--- src/rtl/vx_nc_req_sched.sv ---
// Round-robin scheduler for non-cacheable requests onto a single registered memory request channel,
// with read credit limiting and a drain handshake. Define VX_NC_SCHED_PERF_EN to add perf counters.
module vx_nc_req_sched #(
  parameter int NUM_REQS    = 4,
  parameter int ADDR_WIDTH  = 32,
  parameter int DATA_SIZE   = 4,
  parameter int TAG_WIDTH   = 8,
  parameter int MAX_PENDING = 4,
  localparam int TIDW = (NUM_REQS > 1) ? $clog2(NUM_REQS) : 1,
  localparam int CNTW = $clog2(MAX_PENDING + 1)
) (
  input  logic                                     clk,
  input  logic                                     reset,
  input  logic [NUM_REQS-1:0]                      req_valid,
  input  logic [NUM_REQS-1:0]                      req_rw,
  input  logic [NUM_REQS-1:0][ADDR_WIDTH-1:0]      req_addr,
  input  logic [NUM_REQS-1:0][DATA_SIZE-1:0]       req_byteen,
  input  logic [NUM_REQS-1:0][DATA_SIZE*8-1:0]     req_data,
  input  logic [NUM_REQS-1:0][TAG_WIDTH-1:0]       req_tag,
  output logic [NUM_REQS-1:0]                      req_ready,
  output logic                                     mem_req_valid,
  output logic                                     mem_req_rw,
  output logic [ADDR_WIDTH-1:0]                    mem_req_addr,
  output logic [DATA_SIZE-1:0]                     mem_req_byteen,
  output logic [DATA_SIZE*8-1:0]                   mem_req_data,
  output logic [TIDW+TAG_WIDTH-1:0]                mem_req_tag,
  input  logic                                     mem_req_ready,
  input  logic                                     mem_rsp_valid,
  input  logic                                     mem_rsp_ready,
  input  logic                                     drain_req,
  output logic                                     drain_done,
  output logic [CNTW-1:0]                          pending_count
`ifdef VX_NC_SCHED_PERF_EN
  ,
  output logic [31:0]                              perf_reads,
  output logic [31:0]                              perf_writes,
  output logic [31:0]                              perf_stalls
`endif
);

  typedef enum logic [1:0] {
    RUN     = 2'd0,
    DRAIN   = 2'd1,
    DRAINED = 2'd2
  } state_e;

  state_e                    state_q, state_d;
  logic [TIDW-1:0]           rrPtr_q, rrPtr_d;
  logic [CNTW-1:0]           pending_q, pending_d;
  logic                      memValid_q, memValid_d;
  logic                      memRw_q, memRw_d;
  logic [ADDR_WIDTH-1:0]     memAddr_q, memAddr_d;
  logic [DATA_SIZE-1:0]      memByteen_q, memByteen_d;
  logic [DATA_SIZE*8-1:0]    memData_q, memData_d;
  logic [TIDW+TAG_WIDTH-1:0] memTag_q, memTag_d;

  logic [NUM_REQS-1:0] eligible;
  logic                canLoad;
  logic                grantFound;
  logic [TIDW-1:0]     grantIdx;
  logic                hiFound, loFound;
  logic [TIDW-1:0]     hiIdx, loIdx;
  logic                accept;
  logic                creditInc, creditDec;

  // Credit check uses only the registered count, so responses never reach req_ready combinationally.
  always_comb begin
    eligible = '0;
    for (int i = 0; i < NUM_REQS; i++) begin
      eligible[i] = req_valid[i] && (req_rw[i] || (pending_q < CNTW'(MAX_PENDING)));
    end
  end

  // Cyclic priority scan: prefer the lowest eligible index at or above the pointer, else wrap to the lowest overall.
  always_comb begin
    hiFound = 1'b0;
    hiIdx   = '0;
    loFound = 1'b0;
    loIdx   = '0;
    for (int i = NUM_REQS - 1; i >= 0; i--) begin
      if (eligible[i]) begin
        loFound = 1'b1;
        loIdx   = TIDW'(i);
        if (i >= int'(rrPtr_q)) begin
          hiFound = 1'b1;
          hiIdx   = TIDW'(i);
        end
      end
    end
    grantFound = loFound;
    grantIdx   = hiFound ? hiIdx : loIdx;
  end

  assign canLoad = (state_q == RUN) && (!memValid_q || mem_req_ready);
  assign accept  = reset && canLoad && grantFound;

  always_comb begin
    req_ready = '0;
    if (accept) begin
      req_ready[grantIdx] = 1'b1;
    end
  end

  // Output buffer reloads directly on a downstream handshake, giving one request per cycle.
  always_comb begin
    memValid_d  = memValid_q;
    memRw_d     = memRw_q;
    memAddr_d   = memAddr_q;
    memByteen_d = memByteen_q;
    memData_d   = memData_q;
    memTag_d    = memTag_q;
    rrPtr_d     = rrPtr_q;
    if (accept) begin
      memValid_d  = 1'b1;
      memRw_d     = req_rw[grantIdx];
      memAddr_d   = req_addr[grantIdx];
      memByteen_d = req_byteen[grantIdx];
      memData_d   = req_data[grantIdx];
      memTag_d    = {grantIdx, req_tag[grantIdx]};
      rrPtr_d     = (grantIdx == TIDW'(NUM_REQS - 1)) ? '0 : grantIdx + TIDW'(1);
    end else if (mem_req_ready) begin
      memValid_d  = 1'b0;
    end
  end

  assign creditInc = accept && !req_rw[grantIdx];
  assign creditDec = mem_rsp_valid && mem_rsp_ready && (pending_q != '0);

  always_comb begin
    pending_d = pending_q;
    if (creditInc && !creditDec) begin
      pending_d = pending_q + CNTW'(1);
    end else if (!creditInc && creditDec) begin
      pending_d = pending_q - CNTW'(1);
    end
  end

  always_comb begin
    state_d = state_q;
    case (state_q)
      RUN: begin
        if (drain_req) state_d = DRAIN;
      end
      DRAIN: begin
        if (!drain_req) begin
          state_d = RUN;
        end else if (!memValid_q && (pending_q == '0)) begin
          state_d = DRAINED;
        end
      end
      DRAINED: begin
        if (!drain_req) state_d = RUN;
      end
      default: state_d = RUN;
    endcase
  end

  always_ff @(posedge clk or negedge reset) begin
    if (!reset) begin
      state_q     <= RUN;
      rrPtr_q     <= '0;
      pending_q   <= '0;
      memValid_q  <= 1'b0;
      memRw_q     <= 1'b0;
      memAddr_q   <= '0;
      memByteen_q <= '0;
      memData_q   <= '0;
      memTag_q    <= '0;
    end else begin
      state_q     <= state_d;
      rrPtr_q     <= rrPtr_d;
      pending_q   <= pending_d;
      memValid_q  <= memValid_d;
      memRw_q     <= memRw_d;
      memAddr_q   <= memAddr_d;
      memByteen_q <= memByteen_d;
      memData_q   <= memData_d;
      memTag_q    <= memTag_d;
    end
  end

  assign mem_req_valid  = memValid_q;
  assign mem_req_rw     = memRw_q;
  assign mem_req_addr   = memAddr_q;
  assign mem_req_byteen = memByteen_q;
  assign mem_req_data   = memData_q;
  assign mem_req_tag    = memTag_q;
  assign pending_count  = pending_q;
  assign drain_done     = (state_q == DRAINED);

`ifdef VX_NC_SCHED_PERF_EN
  logic [31:0] perfReads_q, perfWrites_q, perfStalls_q;

  // Stall cycles are those with any request present but nothing accepted, including drain periods.
  always_ff @(posedge clk or negedge reset) begin
    if (!reset) begin
      perfReads_q  <= '0;
      perfWrites_q <= '0;
      perfStalls_q <= '0;
    end else begin
      if (accept && !req_rw[grantIdx]) perfReads_q  <= perfReads_q + 32'd1;
      if (accept && req_rw[grantIdx])  perfWrites_q <= perfWrites_q + 32'd1;
      if ((|req_valid) && !accept)     perfStalls_q <= perfStalls_q + 32'd1;
    end
  end

  assign perf_reads  = perfReads_q;
  assign perf_writes = perfWrites_q;
  assign perf_stalls = perfStalls_q;
`endif

endmodule

--- config.mk ---
export PLATFORM = sky130hd
export DESIGN_NAME = vx_nc_req_sched
export DESIGN_NICKNAME = d
export VERILOG_FILES = /design/src/rtl/vx_nc_req_sched.sv
export SDC_FILE = /design/constraint.sdc
export NUM_CORES = 1
export LEC_CHECK = 0
export ABC_AREA = 1
export ABC_CLOCK_PERIOD_IN_PS = 3000
export CORE_AREA = 2 2 158 160
export CTS_BUF_LIST = sky130_fd_sc_hd__clkbuf_8 sky130_fd_sc_hd__clkbuf_16
export DETAILED_ROUTE_END_ITERATION = 7
export DIE_AREA = 0 0 160 162
export PLACE_DENSITY = 0.63
export SYNTH_ARGS = -nofsm -noshare
export SYNTH_HDL_FRONTEND = slang
export SYNTH_SLANG_ARGS = --single-unit
--- constraint.sdc ---
create_clock -name clk -period 3 [get_ports clk]
set_input_delay 0.6 -clock clk [delete_from_list [all_inputs] [get_ports clk]]
set_output_delay 0.6 -clock clk [all_outputs]
set_load 0.005 [all_outputs]
==> out/metrics.cfg <==
[status]
outcome=completed

[floorplanning]
core_area_mm2=0.0241
start_util_pct=27.9
die-area_mm2=0.0259
std_cell_rows=57
boundaryPins=406
floorplan_die_width_um=160
die_height_um=162

[sta]
min_period_over_period_pct=93.9
fin_setup_tns_ns=0
post-route-min-period_ns=2.82
slew_violations=0
timing.final.setup_violations=0
max-slew-margin-rel_pct=51.1
worst-slew-pin-transition_ns=0.733
fin_skew_ns=0.00949
worst_slack_ns=0.183
clock.fmax_ghz=0.355
final_hold_viol_count=0

[final_layout]
final_cell_area_mm2=0.0115
drive_gt1_share_pct=4.84
flow.area_growth_from_synthesis_pct=71.5
finish.net_count=1785
nFillCells=2481

[critical_path]
worst_r2r_path_cells=18
cp_data_arrival_time_ns=3.08
criticalPathCategory=input port to register
kind_of_start_point_of_the_critical_path=input port
crit_path_end_kind=register
data_required_critical_path_ns=3.26
critPathMaxFanout=3

[global_routing]
first_global_vias=7853
number_of_antenna_violations_at_the_first_check_in_global_routing=1
gr-usage-all-layers_pct=21.0
global_route_wire_length_before_repair_um=43100
globalRoute.totalOverflow=0
grt_max_degree=101

[placed_design]
number_of_i_o_port_buffers=405
place_congestion=0.897
place_hpwl_um=21300
dpl_worst_slack_ns=-0.287
dpl_cell_area_mm2=0.0111

[logic_synthesis]
synth_compound_gate_area_share_pct=6.97
synth_simple_gate_area_share_pct=41.0
synth-warning-count=0
yosys_cell_types=34
synthesis.area_mm2=0.00672
synth_xor_xnor_area_share_pct=0.261
dominant_combinational_cell_family_by_area_after_synthesis=simple AND/OR/NAND/NOR gates
synth_adder_area_share_pct=1.23
synth_seq_cells=87
syn_avg_cell_area_um2=6.21
synth_fp_nets=1406
post_synth_inst_count=1082
yosys-mux-area-fraction_pct=0.168
synth-seq-area-share_pct=32.4

[cts]
h-tree-depth=3
ctsHoldBuffers=0
clock_tree.root_cell=clkbuf_16
ctsLongestPathBuffers=2
clock_latency_ns=0.34
numCtsBuffers=9
clock_sink_count=87
cts_tree=yes
cts.reportedPaths.clkPinSlew_ns=0.07

[power_and_ir_drop]
p_leak_nw=5.87
powerDensity_mw_per_mm2=732
report.power.total_mw=8.43
worst_case_vdd_ir_drop_mv=0.371

[route]
routedWlPerCell_um=15.6
initial_drt_markers=439
drt-vias-per-instance=4.48
postRouteWirelength_um=27900
antenna_violating_nets_post_route=0
drc=0
drt_pre_antenna_iters=4
dr_total_vias=8020

[worst_hold_path]
min_path_type=input port to async pin

[job]
cap_violations=0

state kept, by name, indices dropped and copies added, names as in the netlist:
register	cells
mem_req_valid	1
mem_req_tag	10
mem_req_data	32
rrPtr_q	2
mem_req_rw	1
mem_req_byteen	4
state_q	2
mem_req_addr	32
pending_count	3
final cells by class:
cell class / count / area (µm²) / area share (%)
diodes: 1 / 2.50 / 0.0217
clock buffers: 11 / 253 / 2.19
clock inverters: 5 / 50.0 / 0.435
inverters: 232 / 871 / 7.56
multi-input cells: 694 / 3410 / 29.6
flip-flops and latches: 87 / 2180 / 18.9
well taps: 324 / 405 / 3.52
repair buffers: 437 / 4350 / 37.8
placed cells by master, fill, tap and decap left out, types with 3 or more instances in the layout:
cell type,netlist,routed
o211ai_1,46,46
nand2_2,0,6
o21ai_2,1,3
buf_4,7,28
ha_1,5,5
o21ai_0,3,3
nand2_1,337,331
clkbuf_16,0,9
dfrtp_1,87,86
nor2_1,15,13
nand3_1,220,218
or2_1,47,46
buf_12,0,4
inv_1,229,232
dlygate4sd2_1,0,6
dlymetal6s2s_1,0,5
clkdlybuf4s50_1,0,393
critical path: stages:
cell,delay (ns)
clkdlybuf4s50_1,0.49
o21ai_2,0.09
nor2_2,0.12
inv_1,0.07
nand3_2,0.10
inv_2,0.04
buf_4,0.13
buf_4,0.12
buf_4,0.13
nor2_4,0.07
nand3_1,0.10
nand2_2,0.08
ha_1,0.14
inv_1,0.05
fa_1,0.38
nor2_1,0.11
nor2_1,0.04
nand2_1,0.06
xor2_1,0.14
where the power goes:
group / internal, mW / leakage (nW) / total, mW / switching [mW]
logic: 2.48 / 4.64 / 5.17 / 2.69
clock network: 0.685 / 0.160 / 1.18 / 0.490
registers: 1.73 / 1.07 / 2.08 / 0.350
total: 4.89 / 5.87 / 8.43 / 3.53
routing by layer:
| layer | GRT usage (%) | vias up | routed length [µm] |
|---|---|---|---|
| met4 | 6.51 | 0 | 571 |
| li1 | - | 4067 | - |
| met3 | 4.57 | 28 | 1830 |
| met2 | 37.6 | 270 | 14000 |
| met1 | 25.3 | 3655 | 11500 |
| met5 | 0 | - | 0 |
cells in the mapped netlist:
| master | number | area [µm²] |
|---|---|---|
| clkbuf_1 | 25 | 93.8 |
| mux2_2 | 1 | 11.3 |
| buf_2 | 30 | 150 |
| inv_1 | 229 | 860 |
| xor2_1 | 1 | 8.76 |
| nor4_1 | 1 | 6.26 |
| fa_1 | 1 | 20.0 |
| o211ai_1 | 46 | 345 |
| ha_1 | 5 | 62.6 |
| o2111ai_1 | 1 | 8.76 |
| buf_6 | 2 | 22.5 |
| xnor2_1 | 1 | 8.76 |
| buf_4 | 7 | 52.6 |
| o211ai_4 | 1 | 21.3 |
| o21ai_1 | 2 | 10.0 |
| nand3_1 | 220 | 1100 |
| dfrtp_1 | 87 | 2180 |
| o21ai_4 | 1 | 16.3 |
| inv_2 | 2 | 7.51 |
| nand2_4 | 1 | 11.3 |
| or2_2 | 1 | 6.26 |
| o21ai_0 | 3 | 15.0 |
| o21a_1 | 3 | 22.5 |
| clkinv_1 | 1 | 3.75 |
| a21oi_1 | 1 | 5.00 |
| o21ai_2 | 1 | 8.76 |
| buf_1 | 5 | 18.8 |
| a21oi_2 | 1 | 8.76 |
| a31oi_1 | 1 | 6.26 |
| nor2_2 | 1 | 6.26 |
| nor3_1 | 1 | 5.00 |
| nand2_1 | 337 | 1260 |
| or2_1 | 47 | 294 |
| nor2_1 | 15 | 56.3 |
through the flow:
stage / util, % / cells / hold slack [ns]
after floorplan: - / 1082 / 0.304
after global placement: 46.0 / 1768 / 0.461
after detailed placement: 46.0 / 1768 / 0.465
after CTS: 47.6 / 1789 / 0.422
after global routing: 47.8 / 1791 / 0.451
final: 47.8 / 1791 / 0.400
cells by family (layout without fill, tap and decap cells):
| kind of cell | count (synthesis) | count (layout) |
|---|---|---|
| buf+inv | 301 | 685 |
| other cells | 0 | 1 |
| fa+ha+maj | 6 | 6 |
| flops | 87 | 87 |
| mux | 1 | 1 |
| simple gates | 624 | 624 |
| xor+xnor | 2 | 2 |
| compound gates | 61 | 61 |
path summary, 6_finish.rpt:
kind / startpoint / end / slack, ns
setup / recovery: req_valid[1] / pending_count[2] / 0.18
hold / removal: reset / mem_req_data[16] / 0.40
setup reg to reg: pending_count[2] / pending_count[2] / 0.22
hold reg to reg: mem_req_data[9] / mem_req_data[9] / 0.48
max in group asynchronous: reset / mem_req_data[12] / 1.47
min in group clk: mem_req_data[9] / mem_req_data[9] / 0.48
timing repair:
action | in CTS | in global routing
gates resized for setup | 14 | 13
setup buffers | 5 | 1
hold endpoints to repair | 0 | 0
endpoints found under the setup margin | 4 | 6
pin swaps | 4 | 2
Note: power is estimated with default switching activity, not from simulation.
